--- config.mk ---
export PLATFORM = sky130hd
export DESIGN_NAME = serial_adder_n
export DESIGN_NICKNAME = d
export VERILOG_FILES = /design/src/rtl/serial_adder_n.sv
export SDC_FILE = /design/constraint.sdc
export NUM_CORES = 1
export LEC_CHECK = 0
export ABC_AREA = 1
export BUFFER_PORTS_ARGS = -buffer_cell sky130_fd_sc_hd__buf_2
export CORE_MARGIN = 1
export CORE_UTILIZATION = 40
export CTS_CLUSTER_DIAMETER = 120
export DETAILED_ROUTE_END_ITERATION = 6
export GPL_ROUTABILITY_DRIVEN = 0
export SLEW_MARGIN = 20
export SYNTH_ARGS = -nofsm -noshare
export SYNTH_HDL_FRONTEND = slang
export SYNTH_SLANG_ARGS = --single-unit
--- constraint.sdc ---
create_clock -name clk -period 2.2 [get_ports clk]
set_input_delay 0.11 -clock clk [delete_from_list [all_inputs] [get_ports clk]]
set_output_delay 0.11 -clock clk [all_outputs]
set_load 0.1 [all_outputs]
--- src/rtl/serial_adder_n.sv ---
`default_nettype none
// ============================================================================
//  Module   : serial_adder_n
//  Function : Digit-serial adder/subtractor. Processes DIGIT bits per clock
//             through a ripple of full-adder cells with a registered carry.
//  Revision : 1.0 - initial release
// ============================================================================
module serial_adder_n #(
    parameter int WIDTH = 8,
    parameter int DIGIT = 2
) (
    input  logic             clk,
    input  logic             rst,
    input  logic             start,
    input  logic             sub,
    input  logic [WIDTH-1:0] a,
    input  logic [WIDTH-1:0] b,
    input  logic             c_in,
    output logic             busy,
    output logic             done,
    output logic [WIDTH-1:0] sum,
    output logic             c_out,
    output logic             ovf
);

    localparam int               c_N      = WIDTH / DIGIT;
    localparam int               c_CNT_W  = (c_N > 1) ? $clog2(c_N) : 1;
    localparam logic [c_CNT_W-1:0] c_LAST = c_CNT_W'(c_N - 1);
    localparam logic [0:0]       c_S_IDLE = 1'b0;
    localparam logic [0:0]       c_S_RUN  = 1'b1;

    if (WIDTH < 1 || DIGIT < 1 || (WIDTH % DIGIT) != 0) begin : g_param_check
        $error("serial_adder_n: DIGIT must be >= 1 and divide WIDTH exactly");
    end

    logic [0:0]         r_state;
    logic [0:0]         w_state_nxt;
    logic               w_accept;
    logic               w_last;
    logic [WIDTH-1:0]   r_a;
    logic [WIDTH-1:0]   r_b;
    logic               r_carry;
    logic [c_CNT_W-1:0] r_cnt;
    logic [WIDTH-1:0]   r_psum;
    logic               r_a_msb;
    logic               r_b_msb;
    logic [WIDTH-1:0]   r_sum;
    logic               r_c_out;
    logic               r_ovf;
    logic               r_done;
    logic [WIDTH-1:0]   w_b_in;
    logic [DIGIT-1:0]   w_dsum;
    logic               w_dcarry;
    logic [WIDTH-1:0]   w_psum_next;
    logic               w_ovf_final;

    assign w_b_in = sub ? ~b : b;

    // One digit of full-adder cells rippling from the registered carry.
    always_comb begin
        logic w_c;
        w_c    = r_carry;
        w_dsum = '0;
        for (int i = 0; i < DIGIT; i++) begin
            w_dsum[i] = r_a[i] ^ r_b[i] ^ w_c;
            w_c       = (r_a[i] & r_b[i]) | (w_c & (r_a[i] ^ r_b[i]));
        end
        w_dcarry = w_c;
    end

    // New digit enters at the top so the LSB digit ends up at bit 0 after N steps.
    assign w_psum_next = (r_psum >> DIGIT) | (WIDTH'(w_dsum) << (WIDTH - DIGIT));
    assign w_ovf_final = (r_a_msb == r_b_msb) && (w_psum_next[WIDTH-1] != r_a_msb);

    always_ff @(posedge clk or posedge rst) begin
        if (rst) begin
            r_state <= c_S_IDLE;
        end else begin
            r_state <= w_state_nxt;
        end
    end

    always_comb begin
        w_state_nxt = r_state;
        w_accept    = 1'b0;
        w_last      = 1'b0;
        case (r_state)
            c_S_IDLE: begin
                if (start) begin
                    w_accept    = 1'b1;
                    w_state_nxt = c_S_RUN;
                end
            end
            c_S_RUN: begin
                if (r_cnt == c_LAST) begin
                    w_last      = 1'b1;
                    w_state_nxt = c_S_IDLE;
                end
            end
            default: w_state_nxt = c_S_IDLE;
        endcase
    end

    always_ff @(posedge clk or posedge rst) begin
        if (rst) begin
            r_a     <= '0;
            r_b     <= '0;
            r_carry <= 1'b0;
            r_cnt   <= '0;
            r_psum  <= '0;
            r_a_msb <= 1'b0;
            r_b_msb <= 1'b0;
            r_sum   <= '0;
            r_c_out <= 1'b0;
            r_ovf   <= 1'b0;
            r_done  <= 1'b0;
        end else begin
            r_done <= w_last;
            if (w_accept) begin
                r_a     <= a;
                r_b     <= w_b_in;
                r_carry <= sub ? 1'b1 : c_in;
                r_a_msb <= a[WIDTH-1];
                r_b_msb <= w_b_in[WIDTH-1];
                r_cnt   <= '0;
            end else if (r_state == c_S_RUN) begin
                r_a     <= r_a >> DIGIT;
                r_b     <= r_b >> DIGIT;
                r_carry <= w_dcarry;
                r_psum  <= w_psum_next;
                r_cnt   <= r_cnt + 1'b1;
                if (w_last) begin
                    r_sum   <= w_psum_next;
                    r_c_out <= w_dcarry;
                    r_ovf   <= w_ovf_final;
                end
            end
        end
    end

    assign busy  = (r_state == c_S_RUN);
    assign done  = r_done;
    assign sum   = r_sum;
    assign c_out = r_c_out;
    assign ovf   = r_ovf;

endmodule
`default_nettype wire

Word-level counts from Yosys, hierarchy flattened
Cells that the tools add are included.

Bits in read-only memories: 0. Word-level logic and storage cells: 50. Output and inout bits: 12. Bits in writable memories: 0. Memories: 0. Register bits after elaboration: 41. Bits in latches: 0. Input port bits: 21.

Div/mod/pow operators: 0. Add/sub/neg operators: 1. $lt $le $gt $ge: 0. Multiply operators: 0. Shift-type cells: 0. Reductions and logical operators: 4. Muxes and demuxes: 16. Bitwise operators: 14. Eq/ne operators: 3.

Operators by type and width (count): $mux 8 (5); $mux 1 (8); $not 8->8 (1); $or 6x8->8 (1); $and 1x1->1 (4); $mux 2 (2); $xor 1x1->1 (4); $reduce_and 3->1 (1); $add 2x1->2 const B (1); $eq 2x2->1 const B (1); $not 1->1 (2); $or 1x1->1 (2); $pmux 1 s2 (1); $reduce_and 2->1 (1); $reduce_bool 2->1 (1); $eq 1x1->1 (1); $logic_and 1x1->1 (1); $ne 1x1->1 (1).

Longest topological paths before layout
Gate-level depths: netlist of run 1.

Depth after elaboration: 7. Depth in mapped cells: 7. Mapped depth without buffers: 7.

Worst setup path after synthesis of run 1
OpenSTA, ideal clock, no wires.

Path type: register -> register. Start point: register r_state (netlist: busy). End point: register r_ovf (netlist: ovf). Path slack: 0.573 ns. Required time: 2.080 ns. Clock period less this slack: 1.627 ns. Arrival: 1.507 ns. Path buffers: 2. Setup time: 0.120 ns. Stages on the path, launching flop included: 6. Cell sequence: dfrtp_1 buf_6 nand2_4 buf_4 nand2_1 nand2_1.

Longest elaborated chain between the ends: 3. Elaborated cells between the ends (all ways): 4. Those cells by class: mux (2); bitwise (1); reduce/logical (1).

Ends and longest elaborated chain: from (decl) (line 36) `logic [0:0] r_state;`; from (signal assigned) (line 77) `r_state <= c_S_IDLE;`; from (signal assigned) (line 79) `r_state <= w_state_nxt;`; $mux 1 (line 87) `case (r_state)`; $not 1->1 (no line); $reduce_and 3->1 (no line) *; to (signal assigned) (line 135) `r_ovf <= w_ovf_final;`; to (decl) (line 49) `logic r_ovf;`.

Every way passes the cells marked *; elsewhere a longest branch is shown, timed or not. A chain may end at the register's enable or synchronous reset.

Final worst setup path of run 1
Start point: register r_a[0]. End point: register r_ovf (netlist: ovf).

Longest elaborated chain between the ends: 7. Elaborated cells between the ends (all ways): 8. Those cells by class: eq/ne (1); bitwise (6); reduce/logical (1).

Ends and longest elaborated chain: from (decl) (line 40) `logic [WIDTH-1:0] r_a;`; from (signal assigned) (line 127) `r_a <= r_a >> DIGIT;`; $xor 1x1->1 (line 66) `w_c = (r_a[i] & r_b[i]) | (w_c & (r_a[i] ^ r_b[i]));`; $and 1x1->1 (line 66); $or 1x1->1 * (line 66); $xor 1x1->1 * (line 65) `w_dsum[i] = r_a[i] ^ r_b[i] ^ w_c;`; $or 6x8->8 * (line 72) `assign w_psum_next = (r_psum >> DIGIT) | (WIDTH'(w_dsum) << (WIDTH - DIGIT));`; $ne 1x1->1 * (line 73) `assign w_ovf_final = (r_a_msb == r_b_msb) && (w_psum_next[WIDTH-1] != r_a_msb);`; $logic_and 1x1->1 * (line 73).

Marks and branches as above.

==> flow_metrics.tcl, run 1 <==
set metrics [dict create \
    status "finished clean" \
    setup_ws_ns 0.493 \
    hold_viol_final 0 \
    grt_max_degree 40 \
    grt_pass1_vias 1171 \
    power_density_nw_per_um2 1500 \
    report.final.slew_viol_count 0 \
    dp.cells 281 \
    syn-mean-instance-area_um2 8.57 \
    postRouteAntennaNets 0 \
    worstSetupStartpointType "flip-flop" \
    cts_tree "yes" \
    drive_gt1_share_pct 19.6 \
    drv_cap 0 \
    slowest_stage "fa_1" \
    first_pass_iters 4 \
    crit_chain "inv_1 > fa_1 > fa_1 > o21ai_0 > nand3_1 > nand2_1" \
    holdCritPathClass "in2reg" \
    total_power_w 0.00307 \
    area_growth_pct 16.9 \
    cp_common_cell "fa_1" \
    die_area_um2 4640 \
    tns_ns 0 \
    wl_per_cell_um 11.2 \
    min_period_over_period_pct 77.6 \
    diodes 0 \
    cts_max_level 2 \
    dp_hpwl_um 2250 \
    max_stage_delay_ns 0.50 \
    cts-resized-gates 0 \
    p_leak_nw 1.10 \
    ctsHoldBuffers 1 \
    vias 1312 \
    worstSetupPathType "reg2reg" \
    fmax_ghz 0.586 \
    track_usage_pct 17.0 \
    clkSinkCount 39 \
    grt_overflow_total 0 \
    start_util_pct 42.8 \
    clockBufferDepth 2 \
    cp.arrival_ns 1.93 \
    syn_area_um2 1750 \
    tightest_slew_ns 0.589 \
    setup_viol 0 \
    preCtsSetupSlack_ns 0.484 \
    drt_wl_total_um 3240 \
    io_pins 33 \
    period_minus_slack_ns 1.71 \
    io_buffers 32 \
    stdcell_count 290 \
    viasPerCell 4.52 \
    stdcell_area_um2 2040 \
    path_max_fanout 4 \
    ir_drop_mv 0.563 \
    die_width_um 68.1 \
    cts_root_buf "clkbuf_8" \
    nets 263 \
    slew_headroom_pct 60.8 \
    syn_inst 204 \
    rows 23 \
    cts_setup_buffers 0 \
    critPathRequiredTime_ns 2.43 \
    antenna_found_initial 0 \
    rsz0062_at_grt "false" \
    synth.yosys.seq_area_share_pct 55.8 \
    drc_errors 0 \
    ys_seq_elements 39 \
    synth_cell_type_count 18 \
    clock-skew-final_ns 0.00707 \
    syn_nets 228 \
    die_h_um 68.1 \
    path_clk_slew_ns 0.07 \
    cp-end-kind "flip-flop" \
    cts_buffers 5 \
    clk_latency_ns 0.29 \
    ys_warn_count 0 \
    core-area_um2 4090 \
    dpl_cell_area_um2 1930 \
    grt_first_pass_wirelength_um 5650 \
    drt_iter0_markers 113 \
]
[worst max-delay path: cells and delay by family (launching register included)]
family	cells	cell delay [ns]
adders and majority gates	2	0.93
DFF	1	0.34
and+or+nand+nor	2	0.14
AOI/OAI and AO/OA	1	0.18
buffers and inverters	1	0.06
[layout make-up]
type,count,area (um^2)
repair buffers,36,193
flip-flops and latches,39,976
inverters,24,90.1
clock buffers,8,100
fillers,434,2040
well taps,50,62.6
multi-input cells,133,622
[cell families (layout without fill, tap and decap cells)]
kind of cell    after synthesis  count (layout)  synth area share (%)
flops                        39              39                  55.8
fa+ha+maj                     3               3                  3.01
buf+inv                      32              68                  8.59
compound gates               20              20                  5.87
simple gates                110             110                  26.7
[Yosys cell counts]
cell type  number  area share (%)
buf_2           3            0.86
buf_4           3             1.3
buf_6           2             1.3
dfrtp_1        39              56
fa_1            2             2.3
ha_1            1            0.72
inv_1          22             4.7
inv_2           2            0.43
nand2_1        83              18
nand2_4         1            0.64
nand3_1        20             5.7
nor2_1          3            0.64
nor2_2          1            0.36
nor2_8          1             1.1
o211ai_1        1            0.43
o21ai_0        12             3.4
o21ai_1         7             2.0
or2_0           1            0.36
[routing by layer]
metal / global-route usage (%) / part of all wire, % / vias up
met5: 0 / 0 / -
met4: 8.59 / 2.2 / 0
met3: 4.00 / 5.0 / 7
met2: 23.7 / 39 / 29
met1: 24.4 / 53 / 579
li1: - / - / 697
[final timing paths]
kind / from / end / slack (ns) / cells past startpoint
hold / removal: a[6] / r_a[6] / 0.02 / 3
setup / recovery: r_a[0] / ovf / 0.49 / 6
hold reg to reg: sum[4] / sum[4] / 0.48 / 2
max in group asynchronous: rst / done / 1.39 / 4
setup reg to reg: r_a[0] / ovf / 0.49 / 6
min in group asynchronous: rst / r_a[2] / 0.47 / 4
[metrics by stage]
step / hold slack (ns) / utilization, %
CTS: 0.0138 / 50.0
global route: 0.0306 / 50.0
global placement: 0.262 / 47.3
floorplan: 0.220 / -
detailed placement: 0.257 / 47.3
finish: 0.0163 / 50.0
[sequential cells by signal, summed over array words and instances, names as in the netlist]
signal   cells
r_carry      1
ovf          1
r_b          8
r_a_msb      1
r_psum       6
sum          8
r_a          8
done         1
busy         1
r_cnt        2
r_b_msb      1
c_out        1
[power by group]
part	internal (W)	leakage (nW)	switching, W
registers	0.000996	0.504	0.000173
clock network	0.000286	0.0515	0.000243
logic	0.000318	0.546	0.00106
[layout by cell type (no fill, tap or decap)]
| cell type | synthesis | final |
|---|---|---|
| buf_2 | 3 | 32 |
| o211ai_1 | 1 | 1 |
| nand3_1 | 20 | 20 |
| nor2_8 | 1 | 1 |
| buf_4 | 3 | 3 |
| clkbuf_1 | 0 | 1 |
| dfrtp_1 | 39 | 39 |
| o21ai_0 | 12 | 12 |
| nand2_1 | 83 | 83 |
| nor2_1 | 3 | 3 |
| inv_1 | 22 | 22 |
| nand2_4 | 1 | 1 |
| ha_1 | 1 | 1 |
| nor2_2 | 1 | 1 |
| inv_2 | 2 | 2 |
| fa_1 | 2 | 2 |
| dlygate4sd3_1 | 0 | 1 |
| or2_0 | 1 | 1 |
| o21ai_1 | 7 | 7 |
| clkbuf_8 | 0 | 7 |
No activity file was read; power rests on OpenSTA's default activity.
==> run 2, diff against run 1 <==
==> constraint.sdc (replaced) <==
create_clock -name clk -period 1.6 [get_ports clk]
set_input_delay 0.08 -clock clk [delete_from_list [all_inputs] [get_ports clk]]
set_output_delay 0.08 -clock clk [all_outputs]
set_load 0.1 [all_outputs]
==> run 2 against run 1 <==
  * The run now ends with setup timing left
  * Critical endpoint unchanged
  * Core utilization grew 2.1 points
  * Count of clock-buffer cells in the layout is the same
  * Largest power group unchanged
  * Die area is the same
  * Highest routed layer unchanged
==> flow_metrics.tcl, run 2 (synthesis gave the netlist of run 1 again) <==
set metrics [dict create \
    status "finished with violations" \
    failed_checks "setup timing" \
    min_to "r_a[0]" \
    cts_max_level 2 \
    grt_overflow_total 0 \
    drt_wl_total_um 3230 \
    first_pass_iters 4 \
    clockPowerShare_pct 16.6 \
    drc_errors 0 \
    layout_common_cells "83 x nand2_1, 38 x dfrtp_1, 31 x buf_2, 20 x inv_1, 20 x nand3_1" \
    min_from "a[0]" \
    area_growth_pct 21.7 \
    start_util_pct 42.8 \
    ir_drop_mv 0.667 \
    cp_common_cell "nand2_1" \
    io_buffers 32 \
    slew_headroom_pct 67.2 \
    p_leak_nw 1.14 \
    clock-skew-final_ns 0.00354 \
    cp-end-kind "flip-flop" \
    seqPwrFrac_pct 37.7 \
    max_stage_delay_ns 0.55 \
    path_clk_slew_ns 0.07 \
    viasPerCell 4.59 \
    report.final.slew_viol_count 0 \
    grt_max_degree 40 \
    drt_iter0_markers 53 \
    combPwrFrac_pct 45.8 \
    rows 23 \
    preCtsSetupSlack_ns -0.0870 \
    crit_chain "inv_2 > fa_2 > fa_1 > nand2_1 > nand2_1 > nand3_1 > nand2_1" \
    power_density_nw_per_um2 2020 \
    diodes 0 \
    slowest_stage "fa_1" \
    core-area_um2 4090 \
    cp_num_buf_inv 1 \
    final_util_pct 52.1 \
    die_width_um 68.1 \
    holdCritPathClass "in2reg" \
    critPathRequiredTime_ns 1.82 \
    tns_ns -0.0466 \
    period_minus_slack_ns 1.65 \
    drv_cap 0 \
    rsz0062_at_grt "true" \
    dpl_cell_area_um2 1960 \
    clk_latency_ns 0.29 \
    fmax_ghz 0.607 \
    dp_hpwl_um 2220 \
    stdcell_area_um2 2130 \
    postRouteAntennaNets 0 \
    die_area_um2 4640 \
    setup_ws_ns -0.0466 \
    internal-power_w 0.00227 \
    final_common_cell "nand2_1" \
    path_max_fanout 4 \
    track_usage_pct 17.0 \
    hold_path_depth 3 \
    worstReg2RegEnd "ovf" \
    vias 1363 \
    cts_root_buf "clkbuf_8" \
    cp.arrival_ns 1.87 \
    clkSinkCount 39 \
    stdcell_count 297 \
    drive_gt1_share_pct 21.5 \
    clockBufferDepth 2 \
    grt_pass1_vias 1285 \
    setup_viol 1 \
    rr_startpoint "r_a[0]" \
    worstSetupStartpointType "flip-flop" \
    r2r_slack_ns -0.05 \
    tightest_slew_ns 0.493 \
    cts_tree "yes" \
    nets 270 \
    p_sw_w 0.00203 \
    min_period_over_period_pct 103 \
    die_h_um 68.1 \
    hold_viol_final 0 \
    wl_per_cell_um 10.9 \
    cts_buffers 5 \
    worstSetupPathType "reg2reg" \
    cp_top_family "adder cells" \
    antenna_found_initial 0 \
    grt_first_pass_wirelength_um 5620 \
    dp.cells 282 \
    r2r_cells 7 \
    io_pins 33 \
    p_sw_share_pct 47.3 \
]
run 2: cell count changes in the layout (fill, tap and decap cells not counted), moves of 2 or more:
cell           change
inv_2              +2
inv_1              -2
buf_4              +2
dlygate4sd3_1      +5
run 2: stage by stage:
step / hold slack (ns) / power, W
finish: 0.00821 / 0.00430
global route: 0.00581 / 0.00464
CTS: 0.00255 / 0.00434
detailed placement: 0.226 / 0.00360
global placement: 0.230 / 0.00357
floorplan: 0.190 / 0.00322
run 2: worst reg2reg max path, cell delays in order, from the launching register on:
cell and delay, ns:
dfrtp_1 0.36, inv_2 0.05, fa_2 0.37, fa_1 0.55
nand2_1 0.06, nand2_1 0.06, nand3_1 0.07, nand2_1 0.07
run 2: area by class of cell:
type                            count  area [um^2]
Clock buffer                        8          100
Fill cell                         403         1960
Inverter                           24         90.1
Multi-Input combinational cell    133          624
Sequential cell                    39          977
Tap cell                           50         62.6
Timing Repair Buffer               43          273
run 2: worst max-delay path by stage:
| stage | from | to | slack [ns] | cells after the start |
|---|---|---|---|---|
| 3_3_place_gp | r_carry | ovf | -0.04 | 7 |
| 6_report | r_a[0] | ovf | -0.05 | 7 |
| 2_1_floorplan | r_carry | ovf | 0.003 | 7 |
| 5_1_grt | r_a[0] | ovf | -0.15 | 7 |
| 4_1_cts | r_a[0] | ovf | -0.06 | 7 |
| 3_5_place_dp | r_carry | ovf | -0.09 | 7 |
run 2: power by group through the flow:
| stage | clock network, W | registers (W) | logic (W) |
|---|---|---|---|
| 2_1_floorplan | 0 | 0.00239 | 0.000833 |
| 5_1_grt | 0.000790 | 0.00168 | 0.00217 |
| 6_report | 0.000713 | 0.00162 | 0.00197 |
| 3_3_place_gp | 0 | 0.00163 | 0.00194 |
| 3_5_place_dp | 0 | 0.00163 | 0.00197 |
| 4_1_cts | 0.000741 | 0.00162 | 0.00198 |
run 2: repair_timing:
action / CTS / global route
setup endpoints to repair: 2 / 2
endpoints found under the hold margin: 43 / 1
buffers inserted: 0 / 1
resized for setup: 2 / 0
hold buffers: 5 / 1
pin swaps: 3 / 0
run 2: routing by layer:
| metal | vias up | GRT usage [%] | wire length (um) |
|---|---|---|---|
| li1 | 715 | - | - |
| met3 | 5 | 4.00 | 148 |
| met4 | 0 | 8.59 | 36 |
| met2 | 33 | 27.2 | 1460 |
| met5 | - | 0 | 0 |
| met1 | 610 | 21.3 | 1580 |
